[src/rtl/arcade_pkg.sv]
// Shared arcade graphics-path types: arbiter FSM states and LFSR defaults.
package arcade_pkg;

    typedef enum logic [0:0] {
        INIT  = 1'b0,
        SERVE = 1'b1
    } lfsr_state_t;

    localparam logic [31:0] LFSR_POLY_DEFAULT = 32'h481;

endpackage

[src/rtl/lfsr_arbiter_if.sv]
// Requester-side bus of the shared LFSR arbiter.
interface lfsr_arbiter_if
    import arcade_pkg::*;
#(
    parameter int unsigned NUM_REQ = 4,
    parameter logic [31:0] POLY    = LFSR_POLY_DEFAULT
);
    localparam int unsigned W   = $clog2(POLY) - 1;
    localparam int unsigned IDW = (NUM_REQ > 1) ? $clog2(NUM_REQ) : 1;

    logic               frame_start;
    logic [NUM_REQ-1:0] req;
    logic [NUM_REQ-1:0] gnt;
    logic [W-1:0]       rnd_data;
    logic [IDW-1:0]     rnd_id;
    logic               rnd_valid;

    modport master (
        output frame_start, req,
        input  gnt, rnd_data, rnd_id, rnd_valid
    );

    modport slave (
        input  frame_start, req,
        output gnt, rnd_data, rnd_id, rnd_valid
    );

endinterface

[src/rtl/lfsr.sv]
// Galois LFSR: init loads din zero-extended as the seed, en advances one step.
module lfsr #(
    parameter  logic [31:0] POLY = 32'h481,
    localparam int unsigned W    = $clog2(POLY) - 1
) (
    input  logic         clk,
    input  logic         en,
    input  logic         init,
    input  logic         din,
    output logic [W-1:0] lfsr
);

    logic [W-1:0] lfsr_q;
    logic [W-1:0] lfsr_d;

    // init wins over en so a reseed is never mixed with a shift
    always_comb begin
        lfsr_d = lfsr_q;
        if (init) begin
            lfsr_d = W'(din);
        end else if (en) begin
            lfsr_d = {lfsr_q[W-2:0], 1'b0} ^ ({W{lfsr_q[W-1]}} & POLY[W-1:0]);
        end
    end

    always_ff @(posedge clk) begin
        lfsr_q <= lfsr_d;
    end

    assign lfsr = lfsr_q;

endmodule

[src/rtl/lfsr_arbiter.sv]
// Round-robin arbiter that hands out one shared LFSR value per grant and
// reseeds the LFSR on every frame_start so each frame replays the same stream.
module lfsr_arbiter
    import arcade_pkg::*;
#(
    parameter int unsigned NUM_REQ = 4,
    parameter logic [31:0] POLY    = LFSR_POLY_DEFAULT
) (
    input logic          clk,
    input logic          reset,
    lfsr_arbiter_if.slave bus
);

    localparam int unsigned W   = $clog2(POLY) - 1;
    localparam int unsigned IDW = (NUM_REQ > 1) ? $clog2(NUM_REQ) : 1;

    localparam logic [0:0] S_INIT  = 1'(INIT);
    localparam logic [0:0] S_SERVE = 1'(SERVE);

    logic [0:0]         state_q,     state_d;
    logic [IDW-1:0]     rr_ptr_q,    rr_ptr_d;
    logic [NUM_REQ-1:0] gnt_q,       gnt_d;
    logic               rnd_valid_q, rnd_valid_d;
    logic [W-1:0]       rnd_data_q,  rnd_data_d;
    logic [IDW-1:0]     rnd_id_q,    rnd_id_d;

    logic [NUM_REQ-1:0] elig_c;
    logic [IDW-1:0]     win_c;
    logic               lfsr_init_c;
    logic               lfsr_en_c;
    logic [W-1:0]       lfsr_out_c;

    // First set bit at index >= ptr, wrapping modulo NUM_REQ
    function automatic logic [IDW-1:0] rr_pick(input logic [NUM_REQ-1:0] elig,
                                               input logic [IDW-1:0]     ptr);
        logic [IDW-1:0] win;
        logic           found;
        int unsigned    idx;
        win   = '0;
        found = 1'b0;
        for (int unsigned k = 0; k < NUM_REQ; k++) begin
            idx = 32'(ptr) + k;
            if (idx >= NUM_REQ) begin
                idx = idx - NUM_REQ;
            end
            if (!found && elig[IDW'(idx)]) begin
                win   = IDW'(idx);
                found = 1'b1;
            end
        end
        return win;
    endfunction

    lfsr #(.POLY(POLY)) u_lfsr (
        .clk  (clk),
        .en   (lfsr_en_c),
        .init (lfsr_init_c),
        .din  (1'b1),
        .lfsr (lfsr_out_c)
    );

    // Previous grantee is masked so it cannot win again while dropping req
    assign elig_c = bus.req & ~gnt_q;
    assign win_c  = rr_pick(elig_c, rr_ptr_q);

    always_comb begin
        state_d     = state_q;
        rr_ptr_d    = rr_ptr_q;
        gnt_d       = '0;
        rnd_valid_d = 1'b0;
        rnd_data_d  = rnd_data_q;
        rnd_id_d    = rnd_id_q;
        lfsr_init_c = 1'b0;
        lfsr_en_c   = 1'b0;

        if (state_q == S_INIT) begin
            lfsr_init_c = 1'b1;
            state_d     = S_SERVE;
        end else if (bus.frame_start) begin
            state_d = S_INIT;
        end else if (|elig_c) begin
            gnt_d       = NUM_REQ'(1) << win_c;
            rnd_valid_d = 1'b1;
            rnd_data_d  = lfsr_out_c;
            rnd_id_d    = win_c;
            lfsr_en_c   = 1'b1;
            rr_ptr_d    = (win_c == IDW'(NUM_REQ - 1)) ? '0 : win_c + IDW'(1);
        end
    end

    always_ff @(posedge clk or posedge reset) begin
        if (reset) begin
            state_q     <= S_INIT;
            rr_ptr_q    <= '0;
            gnt_q       <= '0;
            rnd_valid_q <= 1'b0;
            rnd_data_q  <= '0;
            rnd_id_q    <= '0;
        end else begin
            state_q     <= state_d;
            rr_ptr_q    <= rr_ptr_d;
            gnt_q       <= gnt_d;
            rnd_valid_q <= rnd_valid_d;
            rnd_data_q  <= rnd_data_d;
            rnd_id_q    <= rnd_id_d;
        end
    end

    assign bus.gnt       = gnt_q;
    assign bus.rnd_valid = rnd_valid_q;
    assign bus.rnd_data  = rnd_data_q;
    assign bus.rnd_id    = rnd_id_q;

endmodule

[src/flat_wrapper.sv]
// flat-port wrapper written by rule: the top's interface ports become plain ports
module lfsr_arbiter_flat import arcade_pkg::*;
#(
    parameter int unsigned NUM_REQ = 4,
    parameter logic [31:0] POLY    = LFSR_POLY_DEFAULT
)
  (clk, reset, bus_frame_start, bus_req, bus_gnt, bus_rnd_data, bus_rnd_id, bus_rnd_valid);
  lfsr_arbiter_if #(.NUM_REQ(NUM_REQ), .POLY(POLY)) bus_i ();
  input logic clk;
  input logic reset;
  input wire logic [$bits(bus_i.frame_start)-1:0] bus_frame_start;
  input wire logic [$bits(bus_i.req)-1:0] bus_req;
  output wire logic [$bits(bus_i.gnt)-1:0] bus_gnt;
  output wire logic [$bits(bus_i.rnd_data)-1:0] bus_rnd_data;
  output wire logic [$bits(bus_i.rnd_id)-1:0] bus_rnd_id;
  output wire logic [$bits(bus_i.rnd_valid)-1:0] bus_rnd_valid;
  assign bus_i.frame_start = bus_frame_start;
  assign bus_i.req = bus_req;
  assign bus_gnt = bus_i.gnt;
  assign bus_rnd_data = bus_i.rnd_data;
  assign bus_rnd_id = bus_i.rnd_id;
  assign bus_rnd_valid = bus_i.rnd_valid;
  lfsr_arbiter #(.NUM_REQ(NUM_REQ), .POLY(POLY)) u_core (.clk(clk), .reset(reset), .bus(bus_i));
endmodule
[config.mk]
export PLATFORM = sky130hd
export DESIGN_NAME = lfsr_arbiter_flat
export DESIGN_NICKNAME = d
export VERILOG_FILES = /design/src/rtl/arcade_pkg.sv /design/src/rtl/lfsr_arbiter_if.sv /design/src/rtl/lfsr.sv /design/src/rtl/lfsr_arbiter.sv /design/src/flat_wrapper.sv
export SDC_FILE = /design/constraint.sdc
export NUM_CORES = 1
export LEC_CHECK = 0
export ABC_CLOCK_PERIOD_IN_PS = 1870
export BUFFER_PORTS_ARGS = -buffer_cell sky130_fd_sc_hd__clkbuf_2
export CORE_ASPECT_RATIO = 1.25
export CORE_UTILIZATION = 48
export CTS_BUF_LIST = sky130_fd_sc_hd__clkbuf_8 sky130_fd_sc_hd__clkbuf_16
export DETAILED_ROUTE_END_ITERATION = 6
export PLACE_DENSITY = 0.74
export SYNTH_ARGS = -nofsm -noshare
export SYNTH_HDL_FRONTEND = slang
export SYNTH_SLANG_ARGS = --single-unit
[constraint.sdc]
create_clock -name clk -period 1.87 [get_ports clk]
set_clock_uncertainty 0.1 [all_clocks]
set_input_delay 0.2805 -clock clk [delete_from_list [all_inputs] [get_ports clk]]
set_output_delay 0.2805 -clock clk [all_outputs]
set_load 0.01 [all_outputs]
* Yosys cells after proc, flatten, opt, wreduce, memory -nomap -nowiden *
Cells that the tools add are included.

storage, ports and cells
  bits in registers = 30
  output and inout port bits = 17
  word-level logic and storage cells = 65

cells by class
  add/subtract/negate cells = 8
  $lt $le $gt $ge = 8
  equality and inequality tests = 1
  shift-type cells = 1
  mux-type cells = 28
  bitwise operators = 4
  reduce and logical (&&, ||, !) cells = 8

operators with widths
  kind                 number
  $mux 2               9
  $lt 2x3->1 const B   4
  $mux 1               12
  $mux 4               3
  $xor 10x8->10        1
  $ge 3x3->1 const B   3
  $bmux 1 s2           4
  $sub 2x1->2 const B  4
  $add 2x2->3 const B  2
  $and 4x4->4          1
  $not 4->4            1
  $reduce_or 4->1      1
  $shl 1x2->4 const A  1
  $add 2x1->3 const B  1
  $ge 2x3->1 const B   1
  $logic_and 1x1->1    3
  $logic_not 1->1      3
  $reduce_and 3->1     1
  $add 2x1->2 const B  1
  $eq 2x2->1 const B   1
  $not 1->1            1

* Depth between registers and ports, before layout *
  depth in word-level cells = 18
  mapped depth = 7
  depth with buffers taken out = 7

* Modules after synthesis *
Synthesis repeated with hierarchy kept, for this count alone.

second synthesis, totals
  cells, all modules = 125
  area, all modules = 1305.0 sq um

by module, submodules not included
  module        instances  cells an instance  area each (sq um)  seq. area each (sq um)
  lfsr_arbiter  1          92                 925.9              500.5
  lfsr          1          33                 379.1              210.2

* Worst setup path before layout *
OpenSTA, ideal clock, no wires.

  path type = register to register
  start point = register u_core.gnt_q[0], in the netlist u_core.bus.gnt[0]
  end point = register u_core.rr_ptr_q[1]
  setup time = 0.117 ns
  arrival = 1.594 ns
  path slack = 0.060 ns
  stages on the path, launching flop included = 8
  path buffers = 0
  cells stage by stage = dfrtp_1 nor2b_2 a211oi_1 o32ai_1 inv_1 ha_1 nand2_1 nand2_1

between the ends
  longest elaborated chain between the ends = 16

RTL lines
  element                                    RTL line             text
  start: declaration                         lfsr_arbiter.sv:22   logic [NUM_REQ-1:0] gnt_q, gnt_d;
  start signal: assignment                   lfsr_arbiter.sv:102  gnt_q <= gnt_d;
  $not 4->4 *                                lfsr_arbiter.sv:63   assign elig_c = bus.req & ~gnt_q;
  $and 4x4->4 *                              lfsr_arbiter.sv:63
  $bmux 1 s2                                 lfsr_arbiter.sv:46   if (!found && elig[IDW'(idx)]) begin
  $mux 1 (implied by the code)               lfsr_arbiter.sv:46
  $mux 1                                     lfsr_arbiter.sv:46
  $logic_not 1->1                            lfsr_arbiter.sv:46
  $logic_and 1x1->1                          lfsr_arbiter.sv:46
  $mux 1                                     lfsr_arbiter.sv:46
  $logic_not 1->1                            lfsr_arbiter.sv:46
  $logic_and 1x1->1                          lfsr_arbiter.sv:46
  $mux 1                                     lfsr_arbiter.sv:46
  $logic_not 1->1                            lfsr_arbiter.sv:46
  $logic_and 1x1->1                          lfsr_arbiter.sv:46
  $mux 2 *                                   lfsr_arbiter.sv:46
  via u_core.win_c[1]                        lfsr_arbiter.sv:28   logic [IDW-1:0] win_c;
  $add 2x1->2 or $eq 2x2->1 (tied branches)  lfsr_arbiter.sv:87   rr_ptr_d = (win_c == IDW'(NUM_REQ - 1)) ? '0 : win_c + IDW'(1);
  $mux 2 *                                   lfsr_arbiter.sv:87
  end signal: assignment                     lfsr_arbiter.sv:101  rr_ptr_q <= rr_ptr_d;
  end: declaration                           lfsr_arbiter.sv:21   logic [IDW-1:0] rr_ptr_q, rr_ptr_d;

The timed path passes the listed nets; every way through them passes the cells marked *. The select of a mux whose other input is x is not followed.
A chain may end at the register's enable or synchronous reset.

* Worst setup path after layout *
  start point = register u_core.gnt_q[3], in the netlist u_core.bus.gnt[3]
  end point = register u_core.gnt_q[0], in the netlist u_core.bus.gnt[0]

between the ends
  longest elaborated chain between the ends = 18

RTL lines
  element                       RTL line            text
  $not 4->4 *                   lfsr_arbiter.sv:63
  $and 4x4->4 *                 lfsr_arbiter.sv:63
  $bmux 1 s2                    lfsr_arbiter.sv:46
  $mux 1 (implied by the code)  lfsr_arbiter.sv:46
  $mux 1                        lfsr_arbiter.sv:46
  $logic_not 1->1               lfsr_arbiter.sv:46
  $logic_and 1x1->1             lfsr_arbiter.sv:46
  $mux 1                        lfsr_arbiter.sv:46
  [... 4 more ...]              n/a
  $logic_and 1x1->1             lfsr_arbiter.sv:46
  $mux 2 *                      lfsr_arbiter.sv:46
  via u_core.win_c[0]           lfsr_arbiter.sv:28
  $shl 1x2->4 *                 lfsr_arbiter.sv:82  gnt_d = NUM_REQ'(1) << win_c;
  $mux 4 *                      lfsr_arbiter.sv:81  end else if (|elig_c) begin
  $mux 4 *                      lfsr_arbiter.sv:79  end else if (bus.frame_start) begin
  $mux 4 *                      lfsr_arbiter.sv:76  if (state_q == S_INIT) begin
  via u_core.gnt_d[0]           lfsr_arbiter.sv:22

Marks and branches as above.

==> reports/results.ini <==
[cells_and_area]
finish.cell_count_without_fillers = 182
layout-drive-gt1-share_pct = 26.8
area_delta_synth_final_pct = 19.2
post_layout_utilization_of_the_core_pct = 60.6
sequential_cell_area_um2 = 701
antennaDiodeCount = 0
nets = 159
fillCellCount = 236
layout.cell_area.non_filler_um2 = 1490
multi_input_comb_area_um2 = 494

[flow_run]
drv_cap = 0

[die]
floorplan.die_area_um2 = 2810
floorplan.core_area_um2 = 2450
die_height_um = 59.0
start_util_pct = 50.8
floorplan.rows = 20
pin_count = 24
die_w_um = 47.6

[critical_path]
crit_arrival_ns = 1.82
max_stage_delay_ns = 0.39
worst_ep_required_time_ns = 1.94
critPathMaxFanout = 5
cp_slowest_cell = sky130_fd_sc_hd__dfrtp_1
worstSetupPathType = reg2reg
r2r_slack_ns = 0.11
cp.buffers_inverters = 1
setup.worst_path.start_class = flop
timing.critical_path.to_type = flop
worst_path_dominant_cell_family = compound AO/OA/AOI/OAI gates
path_cells = nor2b_2 > o221a_2 > o22a_1 > inv_1 > ha_1 > and2_1

[global_routing]
antenna_found_initial = 0
grt.overflow.total = 0
maximum_number_of_pins_on_one_net_before_global_route_repair = 26
first_pass_grt_wire_length_um = 3530
via_count_of_the_first_global_routing_pass = 862
track_usage_pct = 18.6

[synthesis]
yosys.area.top_type = sky130_fd_sc_hd__dfrtp_1
synth_area_per_cell_um2 = 10.5
synthesis.nets = 130
yosysTopAreaCellShare_pct = 40.2
ys_top_cells_by_area = sky130_fd_sc_hd__dfrtp_1, sky130_fd_sc_hd__dfxtp_1, sky130_fd_sc_hd__nand2_1
ys_dominant_reg_cell = sky130_fd_sc_hd__dfrtp_1
ys_ff_latch = 30
ys_async_sr_fraction_pct = 66.7
synthDistinctLibCells = 28
syn_inst = 119
mappedNetlistArea_um2 = 1250
ranking_of_synthesized_cells_by_instance_count = sky130_fd_sc_hd__nand2_1, sky130_fd_sc_hd__dfrtp_1, sky130_fd_sc_hd__dfxtp_1
yosys_warnings = 0
synth_edf_count = 0
yosysMostFrequentCell = sky130_fd_sc_hd__nand2_1
seq_area_frac_synth_pct = 56.2

[pwr]
power.density_nw_per_um2 = 1110
power_leakage_nw = 0.774
peakVddDrop_uv = 683

[clocking]
htree_levels = 2
root_buffer = sky130_fd_sc_hd__clkbuf_8
buffer_depth_of_the_longest_clock_path = 2
worst_skew_pair_latency_ns = 0.28
numClockSinks = 30
tritoncts.num_buffers = 5
clkTransAtPathRegs_ns = 0.06
cts_tree = built
post-cts-setup-buffers = 0

[placed_design]
dp.final_hpwl_um = 1580
dpl.cell_count = 173
place_congestion = 0.743
pre_cts_slack_ns = 0.108
placement.io_buffers = 23
detailed_place.area_um2 = 1390

[sta]
timing_worst_slew_pin_value_ns = 0.386
fin_setup_tns_ns = 0
finalSetupViolCount = 0
final.min_clock_period_ns = 1.76
drv_slew = 0
maxClockFrequency_ghz = 0.569
post-route-worst-setup-slack_ns = 0.113
hold_viol = 0
min_period_over_period_pct = 94.0
slew_headroom_pct = 74.3
setup_repair_after_global_routing_missed_its_margin = no

[detailed_routing]
vias_per_cell = 5.08
drt_pre_antenna_iters = 4
wirelength_um = 2230
postRouteAntennaNets = 0
avgRoutedWirePerCell_um = 12.3
vias = 924
drt-initial-drc-count = 18
detail_route.drc_violations = 0

[worst_hold_path]
worstHoldPathType = in2reg

[status]
status = finished, final reports clean

==> final timing paths <==
path                                           to  cells past startpoint                   from
max reg2reg                     u_core.bus.gnt[0]                      6      u_core.bus.gnt[3]
min                                u_core.state_q                      2        bus_frame_start
min reg2reg                u_core.bus.rnd_data[1]                      2  u_core.u_lfsr.lfsr[1]
min in group asynchronous  u_core.bus.rnd_data[6]                      4                  reset
max                             u_core.bus.gnt[0]                      6      u_core.bus.gnt[3]
max in group asynchronous  u_core.bus.rnd_data[8]                      4                  reset
==> cell usage in the layout (no fill, tap or decap), types with 4 or more instances in the layout <==
| master | netlist | routed |
|---|---|---|
| sky130_fd_sc_hd__inv_1 | 4 | 5 |
| sky130_fd_sc_hd__a22o_1 | 8 | 8 |
| sky130_fd_sc_hd__o21ai_0 | 4 | 4 |
| sky130_fd_sc_hd__clkbuf_2 | 0 | 23 |
| sky130_fd_sc_hd__clkbuf_8 | 0 | 5 |
| sky130_fd_sc_hd__and2_1 | 4 | 4 |
| sky130_fd_sc_hd__nor2_1 | 4 | 4 |
| sky130_fd_sc_hd__ha_1 | 4 | 4 |
| sky130_fd_sc_hd__dfrtp_1 | 20 | 20 |
| sky130_fd_sc_hd__nand2_1 | 34 | 34 |
| sky130_fd_sc_hd__dfxtp_1 | 10 | 10 |
==> registers in the layout (all words and copies together) (netlist names) <==
register	count
u_core.u_lfsr.lfsr	10
u_core.bus.rnd_data	10
u_core.bus.gnt	4
u_core.state_q	1
u_core.rr_ptr_q	2
u_core.bus.rnd_valid	1
u_core.bus.rnd_id	2
==> kinds of logic (layout without fill, tap and decap cells) <==
group	Yosys count	after routing	share of synthesized area [%]
AO/OA/AOI/OAI	21	21	14.4
XOR/XNOR	1	1	0.703
adder cells (fa/ha/maj)	4	4	4.02
buffers and inverters	10	40	4.72
flip-flops	30	30	56.2
AND/OR/NAND/NOR	53	53	20.0
==> metal layers <==
layer	part of all wire [%]	vias up	track usage [%]	wire, µm
met5	0	-	0	0
met4	2.5	0	12.3	56
met3	3.8	8	5.49	85
met2	50	21	29.9	1120
met1	44	440	20.6	971
li1	-	455	-	-
==> per-stage QoR <==
stage,hold slack (ns),power (mW)
5_1_grt,0.0883,1.75
4_1_cts,0.0917,1.66
3_3_place_gp,0.196,1.16
6_report,0.100,1.65
2_1_floorplan,0.144,1.05
3_5_place_dp,0.199,1.18
==> power by group <==
group / switching [mW] / leakage, nW / internal, mW
Combinational: 0.209 / 0.382 / 0.162
Clock: 0.223 / 0.0491 / 0.251
Sequential: 0.0715 / 0.344 / 0.731
Total: 0.503 / 0.774 / 1.14
==> layout make-up <==
cell class	instances	area share, %
Clock buffer	5	4.63
Clock inverter	3	0.927
Inverter	5	1.26
Multi-Input combinational cell	79	33.3
Sequential cell	30	47.2
Tap cell	33	2.78
Timing Repair Buffer	27	9.94
==> repair_timing <==
action | CTS | global route
setup endpoints to repair | 0 | 1
hold buffers | 1 | 0
hold endpoints to repair | 20 | 0
resized for setup | 0 | 1
(Power assumes the default switching activity.)
